$ cat src/rtl/stream_demux_1_4_if.sv
// Stream bundle for the 1-to-4 demux: one valid/ready input stream with a
// lane select, and four valid/ready output streams with their head words.
interface stream_demux_1_4_if #(
   parameter int WIDTH = 4
);
   logic             in_valid;
   logic             in_ready;
   logic [WIDTH-1:0] in_data;
   logic [1:0]       in_sel;
   logic [3:0]       out_valid;
   logic [3:0]       out_ready;
   logic [WIDTH-1:0] out_data0;
   logic [WIDTH-1:0] out_data1;
   logic [WIDTH-1:0] out_data2;
   logic [WIDTH-1:0] out_data3;

   // Producer and consumers side
   modport master (
      output in_valid, in_data, in_sel, out_ready,
      input  in_ready, out_valid, out_data0, out_data1, out_data2, out_data3
   );

   // Demux side
   modport slave (
      input  in_valid, in_data, in_sel, out_ready,
      output in_ready, out_valid, out_data0, out_data1, out_data2, out_data3
   );
endinterface

$ cat src/rtl/stream_demux_1_4.sv
// 1-to-4 stream demultiplexer. Each input word is routed to the lane named by
// in_sel and buffered in that lane's own FIFO, so only a full selected lane
// stalls the producer. in_ready looks at registered counts only; a pop on the
// selected full lane frees space for the following cycle, not the current one.
module stream_demux_1_4 #(
   parameter int WIDTH = 4,
   parameter int DEPTH = 2
) (
   input logic                clk,
   input logic                rst,
   stream_demux_1_4_if.slave  bus
);
   localparam int PW = $clog2(DEPTH);
   localparam int CW = $clog2(DEPTH + 1);
   localparam logic [CW-1:0] FULL_CNT = CW'(DEPTH);

   logic [WIDTH-1:0] r_mem    [4][DEPTH];
   logic [PW-1:0]    r_wr_ptr [4];
   logic [PW-1:0]    r_rd_ptr [4];
   logic [CW-1:0]    r_count  [4];

   logic [3:0] w_full;
   logic [3:0] w_empty;
   logic [3:0] w_push;
   logic [3:0] w_pop;
   logic       w_accept;

   // Per-lane full/empty flags from the registered counts
   always_comb begin
      w_full  = '0;
      w_empty = '0;
      for (int l = 0; l < 4; l++) begin
         w_full[l]  = (r_count[l] == FULL_CNT);
         w_empty[l] = (r_count[l] == '0);
      end
   end

   assign bus.in_ready  = ~w_full[bus.in_sel];
   assign w_accept      = bus.in_valid & bus.in_ready;
   assign bus.out_valid = ~w_empty;

   // Push decode is gated by in_valid so a floating in_sel while idle is harmless
   always_comb begin
      w_push = '0;
      w_pop  = '0;
      for (int l = 0; l < 4; l++) begin
         w_push[l] = w_accept & (bus.in_sel == 2'(l));
         w_pop[l]  = ~w_empty[l] & bus.out_ready[l];
      end
   end

   assign bus.out_data0 = r_mem[0][r_rd_ptr[0]];
   assign bus.out_data1 = r_mem[1][r_rd_ptr[1]];
   assign bus.out_data2 = r_mem[2][r_rd_ptr[2]];
   assign bus.out_data3 = r_mem[3][r_rd_ptr[3]];

   // Lane FIFO storage, pointers and counts
   always_ff @(posedge clk) begin
      if (rst) begin
         for (int l = 0; l < 4; l++) begin
            r_wr_ptr[l] <= '0;
            r_rd_ptr[l] <= '0;
            r_count[l]  <= '0;
            for (int e = 0; e < DEPTH; e++) begin
               r_mem[l][e] <= '0;
            end
         end
      end else begin
         for (int l = 0; l < 4; l++) begin
            if (w_push[l]) begin
               r_mem[l][r_wr_ptr[l]] <= bus.in_data;
               r_wr_ptr[l]           <= r_wr_ptr[l] + PW'(1);
            end
            if (w_pop[l]) begin
               r_rd_ptr[l] <= r_rd_ptr[l] + PW'(1);
            end
            case ({w_push[l], w_pop[l]})
               2'b10:   r_count[l] <= r_count[l] + CW'(1);
               2'b01:   r_count[l] <= r_count[l] - CW'(1);
               default: r_count[l] <= r_count[l];
            endcase
         end
      end
   end
endmodule

$ cat src/flat_wrapper.sv
// flat-port wrapper written by rule: the top's interface ports become plain ports
module stream_demux_1_4_flat 
#(
   parameter int WIDTH = 4,
   parameter int DEPTH = 2
)
  (clk, rst, bus_in_valid, bus_in_data, bus_in_sel, bus_out_ready, bus_in_ready, bus_out_valid, bus_out_data0, bus_out_data1, bus_out_data2, bus_out_data3);
  stream_demux_1_4_if #(.WIDTH(WIDTH)) bus_i ();
  input logic clk;
  input logic rst;
  input wire logic [$bits(bus_i.in_valid)-1:0] bus_in_valid;
  input wire logic [$bits(bus_i.in_data)-1:0] bus_in_data;
  input wire logic [$bits(bus_i.in_sel)-1:0] bus_in_sel;
  input wire logic [$bits(bus_i.out_ready)-1:0] bus_out_ready;
  output wire logic [$bits(bus_i.in_ready)-1:0] bus_in_ready;
  output wire logic [$bits(bus_i.out_valid)-1:0] bus_out_valid;
  output wire logic [$bits(bus_i.out_data0)-1:0] bus_out_data0;
  output wire logic [$bits(bus_i.out_data1)-1:0] bus_out_data1;
  output wire logic [$bits(bus_i.out_data2)-1:0] bus_out_data2;
  output wire logic [$bits(bus_i.out_data3)-1:0] bus_out_data3;
  assign bus_i.in_valid = bus_in_valid;
  assign bus_i.in_data = bus_in_data;
  assign bus_i.in_sel = bus_in_sel;
  assign bus_i.out_ready = bus_out_ready;
  assign bus_in_ready = bus_i.in_ready;
  assign bus_out_valid = bus_i.out_valid;
  assign bus_out_data0 = bus_i.out_data0;
  assign bus_out_data1 = bus_i.out_data1;
  assign bus_out_data2 = bus_i.out_data2;
  assign bus_out_data3 = bus_i.out_data3;
  stream_demux_1_4 #(.WIDTH(WIDTH), .DEPTH(DEPTH)) u_core (.clk(clk), .rst(rst), .bus(bus_i));
endmodule
$ cat config.mk
export PLATFORM = sky130hd
export DESIGN_NAME = stream_demux_1_4_flat
export DESIGN_NICKNAME = d
export VERILOG_FILES = /design/src/rtl/stream_demux_1_4_if.sv /design/src/rtl/stream_demux_1_4.sv /design/src/flat_wrapper.sv
export SDC_FILE = /design/constraint.sdc
export NUM_CORES = 1
export LEC_CHECK = 0
export BUFFER_PORTS_ARGS = -buffer_cell sky130_fd_sc_hd__buf_2
export CAP_MARGIN = 20
export CELL_PAD_IN_SITES_DETAIL_PLACEMENT = 1
export CELL_PAD_IN_SITES_GLOBAL_PLACEMENT = 1
export CORE_MARGIN = 2
export CORE_UTILIZATION = 30
export DETAILED_ROUTE_END_ITERATION = 8
export PLACE_DENSITY_LB_ADDON = 0.1
export SLEW_MARGIN = 30
export SYNTH_ARGS = -nofsm -noshare
export SYNTH_HDL_FRONTEND = slang
export SYNTH_SLANG_ARGS = --single-unit
export TNS_END_PERCENT = 1
$ cat constraint.sdc
create_clock -name clk -period 2.7 [get_ports clk]
set_input_delay 0.405 -clock clk [delete_from_list [all_inputs] [get_ports clk]]
set_output_delay 0.405 -clock clk [all_outputs]
set_load 0.05 [all_outputs]
==> impl_results.md <==
- Final nets: 284
- Hold crit path type: primary input to register
- First-pass GRT wire length: 9273 µm
- Antenna cells: 0
- Drt drc: 0
- CTS Buffer Depth: 2
- YS warnings: 0
- Syn_nets: 249
- Hold WS: 0.4202 ns
- 1st-iter DRT viols: 27
- Crit-path cells: nor2b_1 -> mux2_2 -> o21ai_0 -> buf_2
- # Post-CTS Setup Buffers: 0
- Drt total wl: 5577 µm
- Critical-path top delay cell: edfxtp_1
- CP Launch Type: register
- DR pass1 iterations: 4
- Synth Register Bits: 48
- Syn Inst Count: 226
- Syn Area/Cell: 11.12 µm²
- Placed instance area: 2786 µm²
- Critical Path AT: 1.66 ns
- Max Slew Vio Count: 0
- Unique cell type count in the Yosys netlist: 33
- Pleak: 1.185 nW
- Area of the mapped netlist: 2512 µm²
- # hold bufs at CTS: 0
- Placer Congestion: 0.6808
- Area Growth Syn to Fin: 14.39%
- PD cells: 591.1 nW/µm²
- Critical path buffers and inverters: 1
- CP endpoint kind: primary output
- Via Count: 1722
- Status: complete, no violations
- RSZ-0062 raised after global routing: no
- Post-cts sizing count: 0
- Worst skew pair latency: 0.30 ns
- ANT nets after route: 0
- Root Buffer: clkbuf_8
- GRT Total Usage: 13.55%
- Count leader, synth: edfxtp_1
- Final hold vios: 0
- Clock slew at reported path FFs: 0.09 ns
- Rows: 33
- Fin util: 35.15%
- Commonest register cell after synthesis: edfxtp_1
- Fraction of layout cells with a size suffix above 1: 29.01%
- Max Cap Violations: 0
- IO buf count: 33
- Vias in the first global route: 1781
- Main area contributors after synthesis: edfxtp_1 43%, dfxtp_1 9.6%, mux2_2 8.1%, ha_1 5.0%, nand2_1 4.2%
- Critical path depth: 4
- Die Y: 95.52 µm
- Fraction of registers with async set/reset: 0%
- Critical path data required time: 2.30 ns
- Max Fclk: 483.5 MHz
- Placed cells: 359
- Seq/Total Area, Yosys: 52.59%
- Share of the synthesized area in the top cell type: 43.03%
- Skew final: 0.002611 ns
- Htree depth: 2
- CTS tree: done
- Crit-path max cell delay: 0.43 ns
- Chip width: 95.52 µm
- TritonCTS Sinks: 48
- Critical path class: register to primary output
- Routed WL per cell: 15.20 µm
- Core Region: 8175 µm²
- I/O pin total: 34
- Post-synth top area cell: edfxtp_1
- Largest net degree at the start of global routing: 23
- Full die area: 9123 µm²
- Initial core utilization: 30.73%
- Final HPWL DP: 4189 µm
- R2R cell count: 6
- Initial antenna violation count: 0
- Critical path's top delay family: flip-flops
- Worst slew pin tran: 0.6618 ns
- Final period util: 76.61%
- Final worst path period need: 2.068 ns
- Worst Path Max Fanout: 4
- GRT overflow: 0
- EDFF count, synth: 36
- Max transition margin: 55.42%
- Final Setup Violations: 0
- Via density: 4.692
- Hold depth: 3
- Cell area after layout: 2874 µm²
- Synth cell count leaders: 36 x edfxtp_1, 28 x nand2_1, 18 x mux2_2, 16 x nor3_1
- Layout Cells excl Fill: 367
- CTS Buf Count: 5
- Setup TNS: 0 ns
- Max VDD drop: 0.2008 mV
[registers in the layout, indices dropped and copies added (netlist names)]
register and flops:
u_core.r_count 8, u_core.r_wr_ptr 4, u_core.r_mem 32, u_core.r_rd_ptr 4
[power breakdown]
group	total (mW)	leakage, nW	switching, mW	internal, mW
clock	0.431	0.0378	0.252	0.179
sequential	0.886	0.472	0.0365	0.850
combinational	0.381	0.675	0.256	0.125
total	1.70	1.19	0.544	1.15
[layout make-up]
type | count | area (µm²)
clock inverter | 3 | 18.77
timing repair buffer | 38 | 202.7
multi-input combinational | 156 | 1086
sequential | 48 | 1321
tap | 105 | 131.4
clock buffer | 5 | 68.82
fill | 935 | 5301
inverter | 12 | 45.04
[placed cells by master (no fill, tap or decap), types with 2 or more instances in the layout]
master       n
o211ai_1     5
mux2_4       4
ha_1        10
a21oi_1      4
buf_2       33
and2_1       8
mux2i_1      4
o21ai_0      7
buf_4        5
nand2_1     28
nand2b_1     3
inv_1       12
xnor2_1      3
nor3b_1      4
clkinvlp_4   2
or3_1        3
clkbuf_8     5
nor2b_1      7
edfxtp_1    36
or2_2        6
dfxtp_1     12
nor3_1      16
nor2_1      10
nand3_1      7
mux2_2      18
[layer usage]
layer	part of all wire (%)	vias up	GRT usage, %	wire, µm
met5	0	-	0	0
met4	1.2	0	3.571	65
met3	3.1	6	2.767	171
met2	45	24	21.24	2497
met1	51	831	19.11	2843
li1	-	861	-	-
[path summary, 6_finish.rpt]
path | slack, ns | from | end
worst max register to register | 0.66 | u_core.r_count[0][3] | u_core.r_count[0][3]
worst max-delay path | 0.63 | u_core.r_count[0][1] | bus_in_ready
worst min register to register | 0.46 | u_core.r_mem[2][1] | u_core.r_mem[2][1]
worst min-delay path | 0.42 | bus_in_data[3] | u_core.r_mem[3][7]
[worst register-to-register path: stages (launching register included)]
cell and delay, ns:
edfxtp_1 0.43, nor2b_1 0.17, nor3_1 0.37, inv_1 0.16, ha_1 0.28, or3_1 0.38
a21oi_1 0.13
[cells by family (layout without fill, tap and decap cells)]
group / count (synthesis) / in the layout / synth area share [%]
fa+ha+maj: 10 / 10 / 4.980
mux: 26 / 26 / 12.05
compound gates: 17 / 17 / 3.984
simple gates: 100 / 100 / 21.17
xor+xnor: 3 / 3 / 1.046
buf+inv: 22 / 58 / 4.183
flops: 48 / 48 / 52.59
[per-stage QoR]
step                worst slack (ns)  power (mW)
floorplan                     0.3808       1.189
global placement              0.5988       1.286
detailed placement            0.5600       1.290
CTS                           0.5973       1.730
global route                  0.4129       1.795
finish                        0.6316       1.699
No activity file was read; power rests on OpenSTA's default activity.
